### src/rtl/commu_pkg.sv
// Shared definitions for the communication sequencer.
//   state_e     : sequencer state encoding (4-bit)
//   PUSH_MIN    : smallest push-burst count a transaction may run
//   ERR_CNT_MAX : saturation value of the timeout counter
//   push_sat()  : clamp a configured push count to at least PUSH_MIN
//   in_txn()    : true for the states that belong to a head/push/tail frame
package commu_pkg;

  typedef enum logic [3:0] {
    ST_IDLE   = 4'd0,
    ST_BUF    = 4'd1,
    ST_GUARD  = 4'd2,
    ST_SLOT   = 4'd3,
    ST_FIRE_H = 4'd4,
    ST_WAIT_H = 4'd5,
    ST_FIRE_P = 4'd6,
    ST_WAIT_P = 4'd7,
    ST_FIRE_T = 4'd8,
    ST_WAIT_T = 4'd9,
    ST_DONE   = 4'd10,
    ST_ERR    = 4'd11
  } state_e;

  localparam logic [7:0] PUSH_MIN    = 8'd1;
  localparam logic [7:0] ERR_CNT_MAX = 8'hFF;

  function automatic logic [7:0] push_sat(input logic [7:0] n);
    return (n < PUSH_MIN) ? PUSH_MIN : n;
  endfunction

  function automatic logic in_txn(input state_e s);
    return (s >= ST_FIRE_H) && (s <= ST_WAIT_T);
  endfunction

endpackage

### src/rtl/commu_rr_pick.sv
// Combinational round-robin picker.
//   en_i    : per-channel enable vector
//   last_i  : index of the most recently served channel
//   next_o  : first enabled index strictly after last_i, wrapping
//   found_o : high when any channel is enabled
module commu_rr_pick #(
  parameter int unsigned NUM_CH = 8,
  parameter int unsigned CH_W   = 3
) (
  input  logic [NUM_CH-1:0] en_i,
  input  logic [CH_W-1:0]   last_i,
  output logic [CH_W-1:0]   next_o,
  output logic              found_o
);

  int unsigned     idx;
  logic [CH_W-1:0] sel;

  // Scan offsets 1..NUM_CH so last_i itself is considered only after every
  // other channel, which also covers the single-enabled-channel case.
  always_comb begin
    next_o  = '0;
    found_o = 1'b0;
    idx     = 0;
    sel     = '0;
    for (int unsigned k = 1; k <= NUM_CH; k++) begin
      idx = (32'(last_i) + k) % NUM_CH;
      sel = idx[CH_W-1:0];
      if (!found_o && en_i[sel]) begin
        found_o = 1'b1;
        next_o  = sel;
      end
    end
  end

endmodule

### src/rtl/commu_seq.sv
// Multi-channel communication sequencer. Frames each slot transmission as
// head, N pushes and tail, picks the channel round-robin, runs a guard
// period after each frame before announcing a slot, and aborts stalled
// phases with a timeout.
//   clk_sys, rst                 : clock, synchronous active-high reset
//   pk_frm                       : frame-active level
//   slot_rdy                     : slot request
//   cfg_sendEn                   : per-channel transmit enable
//   cfg_push_num                 : push bursts per transaction (0 acts as 1)
//   done_head/push/tail          : phase-complete pulses from the engines
//   fire_head/push/tail          : one-cycle phase start pulses
//   de                           : registered one-hot driver enable
//   ch_sel                       : channel of current/most recent transaction
//   slot_begin                   : one-cycle slot-start pulse
//   busy                         : state is not IDLE
//   err_timeout, err_cnt         : abort pulse, saturating abort count
module commu_seq
  import commu_pkg::*;
#(
  parameter int unsigned NUM_CH  = 8,
  parameter int unsigned CH_W    = 3,
  parameter int unsigned BUF_CYC = 100000,
  parameter int unsigned TO_CYC  = 1000000,
  parameter int unsigned CNT_W   = 32
) (
  input  logic              clk_sys,
  input  logic              rst,
  input  logic              pk_frm,
  input  logic              slot_rdy,
  input  logic [NUM_CH-1:0] cfg_sendEn,
  input  logic [7:0]        cfg_push_num,
  input  logic              done_head,
  input  logic              done_push,
  input  logic              done_tail,
  output logic              fire_head,
  output logic              fire_push,
  output logic              fire_tail,
  output logic [NUM_CH-1:0] de,
  output logic [CH_W-1:0]   ch_sel,
  output logic              slot_begin,
  output logic              busy,
  output logic              err_timeout,
  output logic [7:0]        err_cnt
);

  localparam logic [CNT_W-1:0] GUARD_LAST = CNT_W'(BUF_CYC - 1);
  localparam logic [CNT_W-1:0] TO_LAST    = CNT_W'(TO_CYC - 1);
  localparam logic [CH_W-1:0]  PTR_RST    = CH_W'(NUM_CH - 1);

  state_e            state_q;
  logic [CNT_W-1:0]  cnt_q;
  logic [7:0]        push_left_q;
  logic [CH_W-1:0]   ch_sel_q;
  logic [CH_W-1:0]   ptr_q;
  logic [7:0]        err_cnt_q;
  logic [NUM_CH-1:0] de_q;

  logic [CH_W-1:0]   pick_ch;
  logic              pick_found;
  logic [NUM_CH-1:0] sel_mask;

  commu_rr_pick #(
    .NUM_CH (NUM_CH),
    .CH_W   (CH_W)
  ) u_pick (
    .en_i    (cfg_sendEn),
    .last_i  (ptr_q),
    .next_o  (pick_ch),
    .found_o (pick_found)
  );

  assign sel_mask = NUM_CH'(1) << ch_sel_q;

  // One counter serves both the guard period and the WAIT timeouts; the
  // state preceding each counted state clears it so every entry starts at 0.
  always_ff @(posedge clk_sys) begin
    if (rst) begin
      state_q     <= ST_IDLE;
      cnt_q       <= '0;
      push_left_q <= '0;
      ch_sel_q    <= '0;
      ptr_q       <= PTR_RST;
      err_cnt_q   <= '0;
      de_q        <= '0;
    end else begin
      de_q <= in_txn(state_q) ? (sel_mask & cfg_sendEn) : '0;
      case (state_q)
        ST_IDLE: begin
          if (pk_frm) begin
            state_q <= ST_BUF;
          end else if (slot_rdy && pick_found) begin
            state_q     <= ST_FIRE_H;
            ch_sel_q    <= pick_ch;
            push_left_q <= push_sat(cfg_push_num);
          end
        end
        ST_BUF: begin
          cnt_q <= '0;
          if (!pk_frm) state_q <= ST_GUARD;
        end
        ST_GUARD: begin
          if (pk_frm)                    state_q <= ST_BUF;
          else if (cnt_q == GUARD_LAST)  state_q <= ST_SLOT;
          else                           cnt_q   <= cnt_q + CNT_W'(1);
        end
        ST_SLOT: state_q <= ST_IDLE;
        ST_FIRE_H: begin
          cnt_q   <= '0;
          state_q <= ST_WAIT_H;
        end
        ST_WAIT_H: begin
          if (done_head)              state_q <= ST_FIRE_P;
          else if (cnt_q == TO_LAST)  state_q <= ST_ERR;
          else                        cnt_q   <= cnt_q + CNT_W'(1);
        end
        ST_FIRE_P: begin
          cnt_q   <= '0;
          state_q <= ST_WAIT_P;
        end
        ST_WAIT_P: begin
          if (done_push) begin
            push_left_q <= push_left_q - 8'd1;
            state_q     <= (push_left_q > 8'd1) ? ST_FIRE_P : ST_FIRE_T;
          end else if (cnt_q == TO_LAST) begin
            state_q <= ST_ERR;
          end else begin
            cnt_q <= cnt_q + CNT_W'(1);
          end
        end
        ST_FIRE_T: begin
          cnt_q   <= '0;
          state_q <= ST_WAIT_T;
        end
        ST_WAIT_T: begin
          if (done_tail)              state_q <= ST_DONE;
          else if (cnt_q == TO_LAST)  state_q <= ST_ERR;
          else                        cnt_q   <= cnt_q + CNT_W'(1);
        end
        ST_DONE: begin
          ptr_q   <= ch_sel_q;
          state_q <= ST_IDLE;
        end
        ST_ERR: begin
          // Advance past the failed channel so it is not retried at once.
          ptr_q   <= ch_sel_q;
          if (err_cnt_q != ERR_CNT_MAX) err_cnt_q <= err_cnt_q + 8'd1;
          state_q <= ST_IDLE;
        end
        default: state_q <= ST_IDLE;
      endcase
    end
  end

  assign fire_head   = (state_q == ST_FIRE_H);
  assign fire_push   = (state_q == ST_FIRE_P);
  assign fire_tail   = (state_q == ST_FIRE_T);
  assign slot_begin  = (state_q == ST_SLOT);
  assign err_timeout = (state_q == ST_ERR);
  assign busy        = (state_q != ST_IDLE);
  assign de          = de_q;
  assign ch_sel      = ch_sel_q;
  assign err_cnt     = err_cnt_q;

endmodule

### config.mk
export PLATFORM = sky130hd
export DESIGN_NAME = commu_seq
export DESIGN_NICKNAME = d
export VERILOG_FILES = /design/src/rtl/commu_pkg.sv /design/src/rtl/commu_rr_pick.sv /design/src/rtl/commu_seq.sv
export SDC_FILE = /design/constraint.sdc
export NUM_CORES = 1
export LEC_CHECK = 0
export ABC_CLOCK_PERIOD_IN_PS = 4300
export CAP_MARGIN = 20
export CORE_MARGIN = 2
export CORE_UTILIZATION = 50
export CTS_BUF_LIST = sky130_fd_sc_hd__clkbuf_8
export DETAILED_ROUTE_END_ITERATION = 8
export PLACE_DENSITY = 0.87
export SYNTH_ARGS = -nofsm -noshare
export SYNTH_HDL_FRONTEND = slang
export SYNTH_HIERARCHICAL = 1
export SYNTH_SLANG_ARGS = --single-unit
### constraint.sdc
create_clock -name clk_sys -period 4.3 [get_ports clk_sys]
set_input_delay 0.86 -clock clk_sys [delete_from_list [all_inputs] [get_ports clk_sys]]
set_output_delay 0.86 -clock clk_sys [all_outputs]
set_load 0.005 [all_outputs]
==> run metrics <==
Post-synth EDFFs=0; cts repair resizes=0; share of the synthesized area in the top cell type=0.302; I/O pin count=48; post-route ant nets=0; main flop type after synthesis=dfxtp_1; Final WS setup=0.404 ns; Via density=between 6 and 7; PnR Total Power=~1800 uW; vias in the first global route=approximately 4k; Hold Path Cell Cnt=2; GRT overflow=0; VDD IR max=approximately 0.20 mV; max-slew violations=0; Synth Register Bits=66; PD cells=between 300 and 400 nW/um^2; setup TNS=0 ns; area of the core=about 8600 um^2; Reg2Reg Depth=13; initial antenna violation count=0; Final HPWL DP=~7.7 mm; die height=97.5 um; routed length per instance=15.9 um; Synth Cell Area=about 4400 um^2; Synth cell types=72; number of max-cap violations=0; CTS tree=done; Critical Path RT=around 4.6 ns; most common cell after layout, fill and taps aside=dfxtp_1; YS warnings=6; CTS Hold Bufs=0; Worst-path clk slew=0.08 ns; Total GRT Usage=0.230; syn_area_per_cell=approximately 8.0 um^2; worst hold path type=register to register; Final Hold Vio Count=0; buffers added on ports=47; Setup crit end kind=register; synthesized net count=~570; CTS Sinks=66; unrepaired setup endpoints after global routing=no; final instance area=around 5100 um^2; DRT Wirelength=roughly 11 mm; Layout area overhead=17.3%; Nets=610; full die area=9500 um^2; Vias=about 4.3k; sequential element share of the synthesized area=0.302; H-tree depth=3; clock tree root buffer cell=clkbuf_8; fill cell count=between 700 and 800; critical setup path kind=input pin to register; final setup vio count=0; clk_lat worst skew=between 0.3 and 0.4 ns; relative slew slack=0.489; Die W=97.5 um; crit-path cells=clkdlybuf4s50_1 > mux4_1 > mux2_4 > or4_1 > nor3_2 > nand2_1 > nand2_1 > o21ai_0 > a21boi_0 > nor2_1 > o221ai_1 > a32o_1; worst slew pin tran=0.763 ns; Post-DP Area=4910 um^2; total CTS buffers=9; Crit-path slowest cell=mux4_1; Critical Path Start Type=input pin; initial core utilization=0.508; Data arrival, critical path=4.18 ns; global placer's final weighted congestion=around 0.99; fmax=257 MHz; Longest Clk Path Bufs=2; Rows=34; Iteration-0 DRC Markers=approximately 220; pre-CTS worst setup slack=0.125 ns; run status=complete, no violations; CP Buf/Inv Count=1; most frequent cells in the layout=dfxtp_1, nor2_1, nand2_1, clkdlybuf4s50_1, a21oi_1; Setup Skew=0.0144 ns; first-pass GRT wire length=~18 mm; Levels on crit path=12; largest net degree at the start of global routing=29; drt first pass iters=6; post-synth top area cell=dfxtp_1; Cells after Synth=about 540; ys async rst share=0; max incr delay on CP=0.60 ns; Pleak=between 0.0015 and 0.002 uW; Worst path top cell family by delay=simple AND/OR/NAND/NOR gates; top cells by area, synth=dfxtp_1, nor2_1, a21oi_1; Antenna Diode Count=0; DRC Markers=0; most frequent CP cell=nand2_1; share of cells above drive strength 1=0.0751; Final min period=~3.9 ns; fin crit share=0.906; post-CTS setup buffer count=0; crit path max fanout=5
-- synth_stat cells (3+ instances only) --
| master | count |
|---|---|
| o21ai_0 | 23 |
| nand4_1 | 13 |
| nand2b_1 | 8 |
| a211oi_1 | 6 |
| clkbuf_1 | 22 |
| mux2i_1 | 12 |
| o21a_1 | 4 |
| o22ai_1 | 4 |
| a31oi_1 | 4 |
| or3_1 | 11 |
| dfxtp_1 | 66 |
| nand2_1 | 48 |
| mux2_1 | 5 |
| mux4_1 | 5 |
| a32o_1 | 3 |
| inv_1 | 20 |
| xor2_1 | 9 |
| xnor2_1 | 9 |
| a22oi_1 | 6 |
| nand3_1 | 25 |
| nor4_1 | 6 |
| nor2_1 | 54 |
| or4_1 | 7 |
| a21o_1 | 5 |
| ha_1 | 6 |
| and2_1 | 3 |
| o211ai_1 | 6 |
| nor2b_1 | 8 |
| o31ai_1 | 3 |
| a21oi_1 | 38 |
| nor3_1 | 16 |
| and3_1 | 18 |
| nor3b_1 | 6 |
| buf_2 | 5 |
| and4_1 | 5 |
| o21ai_1 | 3 |
| a31o_2 | 5 |
-- cells by family after synthesis --
logic type | synth area share
and+or+nand+nor | 0.298
xor gates and xnor gates | 0.0361
adders and majority gates | 0.0172
AOI/OAI and AO/OA | 0.203
DFF | 0.302
buffers and inverters | 0.0498
muxes | 0.0928
-- metal layers --
metal  GRT usage  share of wire  up-vias  wire length (um)
li1            -              -     2087                 -
met1       0.303           0.44     2050              4840
met2       0.375           0.48      157              5270
met3      0.0446          0.061       27               674
met4      0.0844          0.020        0               215
met5           0              0        -                 0
-- worst min-delay path: stages (launching register included) --
cell and delay (ns):
dfxtp_1 0.33, a22oi_1 0.07, nor2_1 0.08
-- worst paths after layout --
path                                      end                         from  slack [ns]
hold reg to reg   push_left_q[7]$_SDFFE_PP0P_  push_left_q[7]$_SDFFE_PP0P_        0.51
setup / recovery      state_q[2]$_SDFFE_PP0P_                cfg_sendEn[6]        0.40
hold / removal    push_left_q[7]$_SDFFE_PP0P_  push_left_q[7]$_SDFFE_PP0P_        0.51
setup reg to reg      state_q[2]$_SDFFE_PP0P_        ptr_q[0]$_SDFFE_PP1P_        0.57
-- power breakdown --
part	total (uW)	switching (uW)	internal [uW]
clock	565	237	328
sequential	727	84.0	643
combinational	551	328	223
total	1840	649	1190
-- flip-flops by register name (all words and copies together) (netlist names) --
signal	count
push_left_q	8
ptr_q	3
ch_sel	3
cnt_q	32
err_cnt	8
state_q	4
de	8
-- per-stage QoR --
stage               hold slack, ns  cells   util
detailed placement           0.485    678  0.571
CTS                          0.507    694  0.596
global placement             0.471    678  0.571
floorplan                    0.455    544      -
global route                 0.553    694  0.596
finish                       0.508    694  0.596
-- final cells by class --
cell class                 count  area, um^2  share of cell area
clock buffer                  13         179              0.0349
clock inverter                 3        37.5             0.00733
inverter                      20        75.1              0.0147
multi-input combinational    427        2830               0.552
sequential                    66        1320               0.258
tap                          108         135              0.0264
timing repair buffer          57         546               0.106
(Power assumes the default switching activity.)
